==> config.mk <==
export PLATFORM = sky130hd
export DESIGN_NAME = bicubic_pad_sequencer
export DESIGN_NICKNAME = d
export VERILOG_FILES = /design/src/rtl/bicubic_pad_sequencer.sv
export SDC_FILE = /design/constraint.sdc
export NUM_CORES = 1
export LEC_CHECK = 0
export CORE_MARGIN = 1
export CORE_UTILIZATION = 45
export DETAILED_ROUTE_END_ITERATION = 8
export GPL_ROUTABILITY_DRIVEN = 0
export PLACE_DENSITY = 0.76
export SETUP_SLACK_MARGIN = 0.4
export SKIP_LAST_GASP = 1
export SYNTH_ARGS = -nofsm -noshare
export SYNTH_HDL_FRONTEND = slang
export SYNTH_SLANG_ARGS = --single-unit
==> constraint.sdc <==
create_clock -name clk -period 2.1 [get_ports clk]
set_input_delay 0.42 -clock clk [delete_from_list [all_inputs] [get_ports clk]]
set_output_delay 0.42 -clock clk [all_outputs]
set_load 0.005 [all_outputs]
==> src/rtl/bicubic_pad_sequencer.sv <==
// bicubic_pad_sequencer
//   Wraps an unpadded WIDTH x HEIGHT RGB raster in the zero border that the
//   bicubic 4x4 window needs. The border is one row on top, one column on the
//   left, two columns on the right and two rows at the bottom. The output is a
//   (WIDTH+3) x (HEIGHT+3) stream with sof/eol/eof markers.
// Ports
//   clk, rst        clock, async active-high reset
//   en              frame start request, sampled only in IDLE
//   s_data/s_valid/s_ready   source pixel stream
//   m_data/m_valid/m_ready   padded pixel stream (single register stage)
//   m_sof/m_eol/m_eof        boundary flags registered alongside m_data
//   busy            frame in progress or output beat still pending
//   frame_done      one-cycle pulse after the eof beat handshakes
module bicubic_pad_sequencer #(
  parameter int WIDTH  = 960,
  parameter int HEIGHT = 540,
  parameter int DW     = 24
) (
  input  logic          clk,
  input  logic          rst,
  input  logic          en,
  input  logic [DW-1:0] s_data,
  input  logic          s_valid,
  output logic          s_ready,
  output logic [DW-1:0] m_data,
  output logic          m_valid,
  input  logic          m_ready,
  output logic          m_sof,
  output logic          m_eol,
  output logic          m_eof,
  output logic          busy,
  output logic          frame_done
);

  localparam int CW = $clog2(WIDTH + 3);
  localparam int RW = $clog2(HEIGHT + 3);

  localparam logic [CW-1:0] COL_PIX_LAST = CW'(WIDTH);
  localparam logic [CW-1:0] COL_LAST     = CW'(WIDTH + 2);
  localparam logic [RW-1:0] ROW_SRC_LAST = RW'(HEIGHT);
  localparam logic [RW-1:0] ROW_LAST     = RW'(HEIGHT + 2);

  typedef enum logic [2:0] {IDLE, TOP, LEFT, PIX, RIGHT, BOTTOM} state_t;

  state_t        state, state_nxt;
  logic [CW-1:0] col;
  logic [RW-1:0] row;
  logic          out_free, beat_avail, load, col_wrap;

  // Next-state and handshake decode
  always_comb begin
    out_free   = ~m_valid | m_ready;
    beat_avail = (state == PIX) ? s_valid : (state != IDLE);
    load       = out_free & beat_avail;
    s_ready    = (state == PIX) & out_free;
    col_wrap   = (col == COL_LAST);
    state_nxt  = state;
    unique case (state)
      IDLE:   if (en) state_nxt = TOP;
      TOP:    if (load && col_wrap) state_nxt = LEFT;
      LEFT:   if (load) state_nxt = PIX;
      PIX:    if (load && col == COL_PIX_LAST) state_nxt = RIGHT;
      RIGHT:  if (load && col_wrap)
                state_nxt = (row == ROW_SRC_LAST) ? BOTTOM : LEFT;
      BOTTOM: if (load && col_wrap && row == ROW_LAST) state_nxt = IDLE;
      default: state_nxt = IDLE;
    endcase
  end

  always_ff @(posedge clk or posedge rst) begin
    if (rst) state <= IDLE;
    else     state <= state_nxt;
  end

  // Padded position of the next beat to load
  always_ff @(posedge clk or posedge rst) begin
    if (rst) begin
      col <= '0;
      row <= '0;
    end else if (state == IDLE) begin
      if (en) begin
        col <= '0;
        row <= '0;
      end
    end else if (load) begin
      if (col_wrap) begin
        col <= '0;
        // Wrapping row after the last padded row keeps it in range for any HEIGHT
        row <= (row == ROW_LAST) ? '0 : row + RW'(1);
      end else begin
        col <= col + CW'(1);
      end
    end
  end

  // Output register: data and flags move together and hold under backpressure
  always_ff @(posedge clk or posedge rst) begin
    if (rst) begin
      m_valid    <= 1'b0;
      m_data     <= '0;
      m_sof      <= 1'b0;
      m_eol      <= 1'b0;
      m_eof      <= 1'b0;
      frame_done <= 1'b0;
    end else begin
      frame_done <= m_valid & m_ready & m_eof;
      if (load) begin
        m_valid <= 1'b1;
        m_data  <= (state == PIX) ? s_data : '0;
        m_sof   <= (row == '0) && (col == '0);
        m_eol   <= col_wrap;
        m_eof   <= col_wrap && (row == ROW_LAST);
      end else if (m_ready) begin
        m_valid <= 1'b0;
      end
    end
  end

  assign busy = (state != IDLE) | m_valid;

endmodule

==> impl_metrics.tcl <==
set metrics [dict create \
    crit_type "reg2reg" \
    final_cell_mix "66 x nand2_1, 54 x clkdlybuf4s50_1, 49 x dfrtp_1, 49 x buf_4, 32 x nand3_1" \
    period_minus_slack_ns 2.22 \
    finalCritPeriodShare_pct 106 \
    ctsRootBufferMaster "clkbuf_8" \
    cts.reportedPaths.clkPinSlew_ns 0.09 \
    grt_max_degree 29 \
    syn-cell-area_um2 2630 \
    grtUsageTotal_pct 24.3 \
    violations "setup timing" \
    start_kind "register" \
    hold_class "in2async" \
    setup_viol 6 \
    synthCells 293 \
    worst_pin_slew_ns 0.398 \
    max-cap-violations 0 \
    core_area_um2 5570 \
    vias 2800 \
    synthToLayoutAreaGrowth_pct 58.2 \
    wl_per_cell_um 17.0 \
    dp_hpwl_um 4790 \
    place_ws_ns -0.225 \
    synth_flop_cell "dfrtp_1" \
    grt_pass1_vias 2526 \
    topRoutingLayerUsed "met4" \
    drt_drc_violations_left 0 \
    antenna_left 0 \
    pwr-share-seq_pct 28.7 \
    yosys.area_share.simple_pct 28.8 \
    die_w_um 78.4 \
    tritoncts "done" \
    outcome "finished with violations" \
    insertion_delay_ns 0.31 \
    first_iter_violations 131 \
    drt_first_pass_iters 4 \
    drive_gt1_share_pct 28.0 \
    arrival_ns 2.45 \
    dr_wl_met2_um 4260 \
    ys_seq_area_share_pct 49.6 \
    synth_compound_area_share_pct 13.6 \
    dieHeight_um 78.4 \
    syn_area_per_cell_um2 8.96 \
    cts_sinks 52 \
    dpl_cell_area_um2 3610 \
    swShare_pct 38.5 \
    critPathRequiredTime_ns 2.32 \
    cp_max_fo 7 \
    wl_met1_um 3310 \
    synth_cell_type_count 49 \
    power_frac_comb_pct 58.3 \
    routed-wl-met3_um 432 \
    gr-total-overflow 0 \
    layout_commonest_cell "nand2_1" \
    start_util_pct 47.1 \
    fillers 367 \
    synth.ff_latch_count 52 \
    io_buffers 59 \
    n_antenna_cell 0 \
    p_int_uw 2860 \
    rsz0062_at_grt "true" \
    p_total_uw 4650 \
    finalMaxSlewViolations 0 \
    layout.nets 448 \
    max_freq_ghz 0.450 \
    synth_warnings 0 \
    finClkSkew_ns 0.00734 \
    synth_nets 328 \
    leakagePower_uw 0.00195 \
    critPathCaptureType "register" \
    whs_ns 0.406 \
    cts_max_level 2 \
    dieArea_um2 6140 \
    clk_path_buf_depth 2 \
    synthXorXnorAreaFrac_pct 1.33 \
    synth_edf_count 0 \
    synthArstFlopShare_pct 100 \
    synth_top_family_by_area "simple AND/OR/NAND/NOR gates" \
    num_io_pins 60 \
    synth.area.mux_share_pct 0.429 \
    cts_hold_buf 0 \
    antenna_found_initial 0 \
    switchingPower_uw 1790 \
    cellPowerDensity_nw_per_um2 1120 \
    via_per_inst 5.76 \
    slew_headroom_pct 73.4 \
    stdcell_area_um2 4150 \
    hold_viol 0 \
    grt_pass1_wl_um 11700 \
    route.final.wire_length_um 8280 \
    setup_slack_ns -0.122 \
    vdd_drop_max_v 0.00115 \
    synthAdderAreaFrac_pct 2.86 \
    clkPwrFrac_pct 12.9 \
    rows 27 \
    cts_made_buffers 5 \
]
==> Yosys cell counts, types with 4 or more instances <==
library cell	count	area share (%)
nor2b_1	4	0.95
inv_1	10	1.4
nand2_1	67	9.6
buf_2	5	0.95
dfrtp_1	52	50
o21ai_0	19	3.6
nor3_1	6	1.1
ha_1	6	2.9
a21oi_1	5	0.95
nor2_1	16	2.3
nand4_1	5	1.2
nand3_1	32	6.1
o31ai_1	8	2.3
clkbuf_1	5	0.72
==> state kept, by name, summed over array words and instances, names as in the netlist <==
name and cells:
state 3, m_valid 1, row 10, col 10, frame_done 1, m_eol 1, m_eof 1, m_sof 1
m_data 24
==> area by class of cell <==
cell class,count,area [um^2],area share [%]
well taps,72,90.1,2.17
repair buffers,125,1180,28.5
clock inverters,2,10.0,0.241
inverters,10,37.5,0.904
clock buffers,6,82.6,1.99
multi-input cells,219,1440,34.8
flip-flops and latches,52,1310,31.4
==> logic make-up (layout without fill, tap and decap cells) <==
kind of cell / count (synthesis) / count (layout)
muxes: 1 / 1
DFF: 52 / 52
xor gates and xnor gates: 4 / 4
buffers and inverters: 22 / 143
AOI/OAI and AO/OA: 53 / 53
and+or+nand+nor: 155 / 155
adders and majority gates: 6 / 6
==> final timing paths <==
kind / from / endpoint / slack [ns] / cells after the start
max: col[0] / row[7] / -0.12 / 8
min: rst / m_data[7] / 0.41 / 2
max reg2reg: col[0] / row[7] / -0.12 / 8
min reg2reg: m_data[15] / m_data[15] / 0.47 / 2
max in group asynchronous: rst / state[0] / 1.21 / 3
min in group clk: m_data[15] / m_data[15] / 0.47 / 2
==> metal layers <==
metal  vias up  track usage [%]
met1      1386             30.5
met4         0             10.7
met3        31             4.19
met5         -                0
met2       112             41.1
li1       1271                -
==> per-stage QoR <==
stage	instances	utilization, %	TNS (ns)
3_5_place_dp	455	64.8	-2.01
6_report	486	74.5	-0.349
4_1_cts	479	70.7	-0.0195
5_1_grt	486	74.5	-1.25
2_1_floorplan	293	-	-0.00338
3_3_place_gp	455	64.8	-1.89
==> critical path, cell delays in order, from the launching register on <==
cell,delay [ns]
dfrtp_1,0.40
inv_2,0.07
ha_1,0.13
or3b_4,0.38
or3_4,0.41
o21ai_4,0.24
nand3_4,0.16
buf_4,0.17
o31ai_2,0.17
==> repair_timing <==
item                       in CTS  in global routing
buffers inserted               16                  6
pin swaps                       7                 11
setup endpoints to repair      52                 53
cloned                          0                  1
resized for setup              42                 37
==> power groups by stage <==
stage | clock (uW) | sequential (uW) | combinational, uW
after CTS | 606 | 1320 | 2290
after global routing | 646 | 1360 | 2890
after floorplan | 0 | 1340 | 1010
after global placement | 0 | 1350 | 1850
final | 601 | 1340 | 2710
after detailed placement | 0 | 1360 | 1890
No activity file was read; power rests on OpenSTA's default activity.
